**config.mk**
```make
export PLATFORM = sky130hd
export DESIGN_NAME = irq_ctrl_flat
export DESIGN_NICKNAME = d
export VERILOG_FILES = /design/src/rtl/mriscv_pkg.sv /design/src/rtl/irq_ctrl_if.sv /design/src/rtl/irq_sync_edge.sv /design/src/rtl/irq_ctrl.sv /design/src/flat_wrapper.sv
export SDC_FILE = /design/constraint.sdc
export NUM_CORES = 1
export LEC_CHECK = 0
export ABC_AREA = 1
export CAP_MARGIN = 20
export CORE_MARGIN = 10
export CORE_UTILIZATION = 52
export DETAILED_ROUTE_END_ITERATION = 10
export DONT_BUFFER_PORTS = 1
export PLACE_DENSITY = 0.7
export SYNTH_ARGS = -nofsm -noshare
export SYNTH_HDL_FRONTEND = slang
export SYNTH_SLANG_ARGS = --single-unit
```
**constraint.sdc**
```tcl
create_clock -name clk -period 1.2 [get_ports clk]
set_input_delay 0.18 -clock clk [delete_from_list [all_inputs] [get_ports clk]]
set_output_delay 0.18 -clock clk [all_outputs]
set_load 0.01 [all_outputs]
```
**src/rtl/mriscv_pkg.sv**
```systemverilog
// rtl/mriscv_pkg.sv - shared core opcodes, interrupt FSM encoding and vector helper
package mriscv_pkg;

  localparam logic [11:0] OP_RETIRQ = 12'b001110011000;

  typedef enum logic [1:0] {
    IRQ_IDLE    = 2'd0,
    IRQ_ARMED   = 2'd1,
    IRQ_SERVICE = 2'd2
  } irq_state_e;

  // Vector address of a line: base plus id scaled by the per-vector stride.
  function automatic logic [31:0] irq_vec_addr(input logic [31:0] base,
                                               input logic [31:0] id,
                                               input int          shift);
    return base + (id << shift);
  endfunction

endpackage

```
**src/rtl/irq_ctrl_if.sv**
```systemverilog
// rtl/irq_ctrl_if.sv - redirect handshake between interrupt front-end and PC unit
interface irq_ctrl_if;

  logic        enable_int;
  logic [11:0] opcode;
  logic [31:0] pc_next;
  logic        irr;
  logic [31:0] irr_dest;
  logic [31:0] irr_ret;

  modport master (
    input  enable_int,
    input  opcode,
    input  pc_next,
    output irr,
    output irr_dest,
    output irr_ret
  );

  modport slave (
    output enable_int,
    output opcode,
    output pc_next,
    input  irr,
    input  irr_dest,
    input  irr_ret
  );

endinterface

```
**src/rtl/irq_sync_edge.sv**
```systemverilog
// rtl/irq_sync_edge.sv - two-flop synchroniser plus previous-value flop, rising-edge pulse
module irq_sync_edge (
  input  logic clk,
  input  logic rstn,
  input  logic d,
  output logic rise
);

  logic s1_q, s1_d;
  logic s2_q, s2_d;
  logic prev_q, prev_d;

  always_comb begin
    s1_d   = d;
    s2_d   = s1_q;
    prev_d = s2_q;
  end

  always_ff @(posedge clk or negedge rstn) begin
    if (!rstn) begin
      s1_q   <= 1'b0;
      s2_q   <= 1'b0;
      prev_q <= 1'b0;
    end else begin
      s1_q   <= s1_d;
      s2_q   <= s2_d;
      prev_q <= prev_d;
    end
  end

  assign rise = s2_q & ~prev_q;

endmodule

```
**src/rtl/irq_ctrl.sv**
```systemverilog
// rtl/irq_ctrl.sv - interrupt front-end: edge capture, mask, fixed-priority pick,
// single-level redirect/return handshake with the PC unit
module irq_ctrl
  import mriscv_pkg::*;
#(
  parameter int          NIRQ      = 8,
  parameter logic [31:0] VEC_BASE  = 32'h0000_0100,
  parameter int          VEC_SHIFT = 2,
  localparam int         IDW       = (NIRQ > 1) ? $clog2(NIRQ) : 1
) (
  input  logic            clk,
  input  logic            rstn,
  input  logic [NIRQ-1:0] irq_in,
  input  logic            mask_we,
  input  logic [NIRQ-1:0] mask_wdata,
  irq_ctrl_if.master      pc,
  output logic [IDW-1:0]  irq_id,
  output logic            in_service,
  output logic [NIRQ-1:0] pending
);

  logic [NIRQ-1:0] rise;

  genvar g;
  generate
    for (g = 0; g < NIRQ; g++) begin : g_line
      irq_sync_edge u_sync (
        .clk  (clk),
        .rstn (rstn),
        .d    (irq_in[g]),
        .rise (rise[g])
      );
    end
  endgenerate

  irq_state_e      state_q, state_d;
  logic [NIRQ-1:0] mask_q, mask_d;
  logic [NIRQ-1:0] pending_q, pending_d;
  logic [IDW-1:0]  irq_id_q, irq_id_d;
  logic [31:0]     irr_dest_q, irr_dest_d;
  logic [31:0]     irr_ret_q, irr_ret_d;
  logic            irr_q, irr_d;
  logic            in_service_q, in_service_d;

  logic [NIRQ-1:0] cand;
  logic [NIRQ-1:0] clr;
  logic [IDW-1:0]  winner;
  logic            take;
  logic            retirq;

  assign cand   = pending_q & mask_q;
  assign take   = (state_q == IRQ_ARMED) && pc.enable_int;
  assign retirq = (state_q == IRQ_SERVICE) && pc.enable_int && (pc.opcode == OP_RETIRQ);

  // Scan high to low so the lowest set index is the last one written.
  always_comb begin
    winner = '0;
    for (int i = NIRQ - 1; i >= 0; i--) begin
      if (cand[i]) winner = IDW'(i);
    end
  end

  always_comb begin
    clr = '0;
    for (int i = 0; i < NIRQ; i++) begin
      clr[i] = take && (irq_id_q == IDW'(i));
    end
  end

  always_comb begin
    state_d      = state_q;
    irq_id_d     = irq_id_q;
    irr_dest_d   = irr_dest_q;
    irr_ret_d    = irr_ret_q;
    irr_d        = irr_q;
    in_service_d = in_service_q;
    mask_d       = mask_we ? mask_wdata : mask_q;
    // A fresh rise beats the clear of the line being taken.
    pending_d    = (pending_q & ~clr) | rise;

    case (state_q)
      IRQ_IDLE: begin
        if (|cand) begin
          state_d    = IRQ_ARMED;
          irq_id_d   = winner;
          irr_dest_d = irq_vec_addr(VEC_BASE, 32'(winner), VEC_SHIFT);
          irr_d      = 1'b1;
        end
      end
      IRQ_ARMED: begin
        if (take) begin
          state_d      = IRQ_SERVICE;
          irr_ret_d    = pc.pc_next;
          irr_d        = 1'b0;
          in_service_d = 1'b1;
        end
      end
      IRQ_SERVICE: begin
        if (retirq) begin
          state_d      = IRQ_IDLE;
          in_service_d = 1'b0;
        end
      end
      default: begin
        state_d      = IRQ_IDLE;
        irr_d        = 1'b0;
        in_service_d = 1'b0;
      end
    endcase
  end

  always_ff @(posedge clk or negedge rstn) begin
    if (!rstn) begin
      state_q      <= IRQ_IDLE;
      mask_q       <= '0;
      pending_q    <= '0;
      irq_id_q     <= '0;
      irr_dest_q   <= '0;
      irr_ret_q    <= '0;
      irr_q        <= 1'b0;
      in_service_q <= 1'b0;
    end else begin
      state_q      <= state_d;
      mask_q       <= mask_d;
      pending_q    <= pending_d;
      irq_id_q     <= irq_id_d;
      irr_dest_q   <= irr_dest_d;
      irr_ret_q    <= irr_ret_d;
      irr_q        <= irr_d;
      in_service_q <= in_service_d;
    end
  end

  assign pc.irr      = irr_q;
  assign pc.irr_dest = irr_dest_q;
  assign pc.irr_ret  = irr_ret_q;
  assign irq_id      = irq_id_q;
  assign in_service  = in_service_q;
  assign pending     = pending_q;

endmodule

```
**src/flat_wrapper.sv**
```systemverilog
// flat-port wrapper written by rule: the top's interface ports become plain ports
module irq_ctrl_flat import mriscv_pkg::*;
#(
  parameter int          NIRQ      = 8,
  parameter logic [31:0] VEC_BASE  = 32'h0000_0100,
  parameter int          VEC_SHIFT = 2,
  localparam int         IDW       = (NIRQ > 1) ? $clog2(NIRQ) : 1
)
  (clk, rstn, irq_in, mask_we, mask_wdata, irq_id, in_service, pending, pc_enable_int, pc_opcode, pc_pc_next, pc_irr, pc_irr_dest, pc_irr_ret);
  irq_ctrl_if pc_i ();
  input  logic clk;
  input  logic rstn;
  input  logic [NIRQ-1:0] irq_in;
  input  logic mask_we;
  input  logic [NIRQ-1:0] mask_wdata;
  output logic [IDW-1:0] irq_id;
  output logic in_service;
  output logic [NIRQ-1:0] pending;
  input wire logic [$bits(pc_i.enable_int)-1:0] pc_enable_int;
  input wire logic [$bits(pc_i.opcode)-1:0] pc_opcode;
  input wire logic [$bits(pc_i.pc_next)-1:0] pc_pc_next;
  output wire logic [$bits(pc_i.irr)-1:0] pc_irr;
  output wire logic [$bits(pc_i.irr_dest)-1:0] pc_irr_dest;
  output wire logic [$bits(pc_i.irr_ret)-1:0] pc_irr_ret;
  assign pc_i.enable_int = pc_enable_int;
  assign pc_i.opcode = pc_opcode;
  assign pc_i.pc_next = pc_pc_next;
  assign pc_irr = pc_i.irr;
  assign pc_irr_dest = pc_i.irr_dest;
  assign pc_irr_ret = pc_i.irr_ret;
  irq_ctrl #(.NIRQ(NIRQ), .VEC_BASE(VEC_BASE), .VEC_SHIFT(VEC_SHIFT)) u_core (.clk(clk), .rstn(rstn), .irq_in(irq_in), .mask_we(mask_we), .mask_wdata(mask_wdata), .pc(pc_i), .irq_id(irq_id), .in_service(in_service), .pending(pending));
endmodule
```
==> results.toml, run 1 <==
[flow_run]
cap_violations = 0

[synthesis]
synthMuxAreaShare_pct = 2.855
synth_edf_count = 0
syn_avg_cell_area_sq_um = 9.769
synthXorXnorAreaFrac_pct = 0
synth-simple-area-share_pct = 19.51
yosys.area.top_type = "dfrtp_1"
syn_area_sq_mm = 0.003156
synth-seq-cells = 80
synth_compound_area_share_pct = 3.251
synthTopCellsByArea = "dfrtp_1 (63%), nand2_1 (16%), buf_4 (7.4%)"
syn_inst = 323
ys_types = 18
synthTopCellsByCount = "nand2_1 (138), dfrtp_1 (80), buf_4 (31), inv_1 (18), o21ai_0 (15)"
synth.yosys.seq_area_share_pct = 63.44
synth-warning-count = 0
synth_top_family_by_area = "simple AND/OR/NAND/NOR gates"
post_synth_fa_ha_maj_area_fraction_pct = 0
yosysTopAreaCellShare_pct = 63.44
synth.most_common_cell = "nand2_1"
yosys_most_used_dff = "dfrtp_1"
synthArstFlopShare_pct = 100.0

[detailed_routing]
dr.pass1.iters = 4
ant_nets = 0
viasPerCell = 4.751
drt-total-wl_um = 7865
vias = 2290
wl_per_cell_um = 16.32
drc_errors = 0
dr.first_iter.drc_count = 118

[sta]
min_period_ps = 1216
timing.hold.ws_ps = -480.0
hold_viol = 80
fin_crit_sh_pct = 101.3
fmax_mhz = 822.6
rsz0062_at_grt = "yes"
setup_slack_ps = -15.66
final.setup_skew_ps = 8.135
slew_violations = 0
tns_ps = -23.96
finalSetupViolCount = 4

[clock_tree]
path_clk_slew_ps = 90
hold_buffers = 49
insertion_delay_ps = 340
tritoncts = "done"
cts_max_level = 3
root_buffer = "clkbuf_8"
cts_made_buffers = 9
cts_buffer_depth = 2
cts.sinks = 80

[worst_setup_path]
path_cells = "nor3_4 > buf_6 > nand2_4 > o21ai_2 > o21ai_1"
critPathSlowestCell = "dfrtp_1"
required_ps = 1430
cp_slowest_stage_delay_ps = 420
worstPathMaxFanout = 4
start_kind = "register"
end_kind = "register"
worst-endpoint-arrival_ps = 1440
critPathKind = "register to register"

[grt]
grt_max_degree = 81
grt_antenna_before_repair = 0
grt_pass1_wl_um = 12230
first_global_vias = 2350
overflow = 0
grt_usage_pct = 15.63

[placement]
place_hpwl_um = 5045
io_buffer_count = 0
dp_slack_ps = -73.93
placed_cells = 408
dpl_cell_area_sq_mm = 0.003254
place_congestion = 0.8302

[power]
power_mw = 8.798
power_per_cell_area_mw_per_mm2 = 2125
ir_worst_vdd_uv = 1471
power_leakage_nw = 2.104

[cells_and_area]
syn2layout_area_growth_pct = 31.21
design_area_sq_mm = 0.004140
final_util_pct = 69.93
layout-drive-gt1-share_pct = 18.47
stdcell_count = 482
layout.nets = 465

[floorplan]
fp.dieH_um = 97.90
fp.dieW_um = 97.90
start_util_pct = 53.30
design.die.area_sq_mm = 0.009584
pin_count = 141
core_sq_mm = 0.005921
rows = 28

[run_status]
status = "finished with violations"
violations = "hold timing, setup timing"

[hold_path]
hp-class = "input port to async pin"
report_power, final:
| group | switching (mW) | internal [mW] | total [mW] |
|---|---|---|---|
| Sequential | 0.878 | 3.45 | 4.33 |
| Clock | 0.993 | 1.09 | 2.08 |
| Combinational | 1.33 | 1.06 | 2.39 |
| Total | 3.20 | 5.60 | 8.80 |
layout make-up:
cell class | instances | area [sq um]
sequential | 80 | 2003
fill | 421 | 1780
multi-input combinational | 212 | 985.9
timing repair buffer | 78 | 764.5
clock buffer | 11 | 151.4
tap | 75 | 93.84
inverter | 20 | 75.07
clock inverter | 5 | 63.81
antenna | 1 | 2.502
cell usage in the layout (no fill, tap or decap), types with 2 or more instances in the layout:
master / instances
clkbuf_8: 11
conb_1: 28
o21ai_2: 8
nand2_1: 133
nand2_4: 3
nor2_1: 5
dfrtp_1: 79
mux2_2: 8
dlygate4sd3_1: 49
inv_2: 2
nand3_1: 4
clkinv_4: 2
inv_1: 18
nand3b_1: 2
o21ai_1: 10
buf_4: 23
buf_12: 2
nor2_2: 3
nand2_2: 2
buf_6: 3
logic make-up after synthesis:
group / Yosys count
buffers and inverters: 58
other: 1
multiplexers: 8
flip-flops: 80
AND/OR/NAND/NOR: 156
AO/OA/AOI/OAI: 20
timing repair:
| action | CTS | global route |
|---|---|---|
| pin swaps | 4 | 13 |
| resized for setup | 22 | 21 |
| hold endpoints to repair | 128 | 80 |
| gates cloned | 1 | 0 |
| endpoints found under the setup margin | 44 | 47 |
| buffers inserted | 2 | 5 |
sequential cells by signal, indices dropped and copies added (netlist names):
signal                       cells
u_core.pending                   8
u_core.irq_id                    2
u_core.state_q                   2
u_core.g_line.u_sync.prev_q      8
u_core.g_line.u_sync.prev_d      8
u_core.mask_q                    8
u_core.pc.irr_dest               2
u_core.pc.irr_ret               32
u_core.pc.irr                    1
u_core.in_service                1
u_core.g_line.u_sync.s1_q        8
worst paths after layout:
path,slack [ps],startpoint,cells past startpoint,to
min reg2reg,350,u_core.g_line[2].u_sync.s1_q$_DFF_PN0_,0,u_core.g_line[2].u_sync.prev_d$_DFF_PN0_
max,-20,u_core.state_q[1]$_DFFE_PN0P_,5,u_core.pending[6]$_DFF_PN0_
max in group asynchronous,1540,rstn,0,u_core.irq_id[0]$_DFFE_PN0P_
max reg2reg,-20,u_core.state_q[1]$_DFFE_PN0P_,5,u_core.pending[6]$_DFF_PN0_
min in group clk,110,pc_enable_int,3,u_core.state_q[0]$_DFFE_PN0P_
min,-480,rstn,0,u_core.g_line[3].u_sync.prev_d$_DFF_PN0_
worst max-delay path: cells and delay by family, from the launching register on:
| kind | cells | cell delay, ps |
|---|---|---|
| and+or+nand+nor | 2 | 310 |
| buffers and inverters | 1 | 160 |
| DFF | 1 | 420 |
| AOI/OAI and AO/OA | 2 | 210 |
metal layers:
| layer | global-route usage [%] | part of all wire (%) |
|---|---|---|
| met2 | 25.69 | 52 |
| met5 | 0 | 0 |
| met1 | 17.17 | 36 |
| met3 | 7.752 | 10 |
| met4 | 5.481 | 1.1 |
Note: power is estimated with default switching activity, not from simulation.
==> run 2: changes to the inputs <==
--- a/config.mk
+++ b/config.mk
@@ -6,6 +6,7 @@
 export NUM_CORES = 1
 export LEC_CHECK = 0
 export ABC_AREA = 1
+export ABC_CLOCK_PERIOD_IN_PS = 1200
 export CAP_MARGIN = 20
 export CORE_MARGIN = 10
 export CORE_UTILIZATION = 52
==> results of run 2 <==
The final DEF is identical to that of run 1; final timing and power are the same.
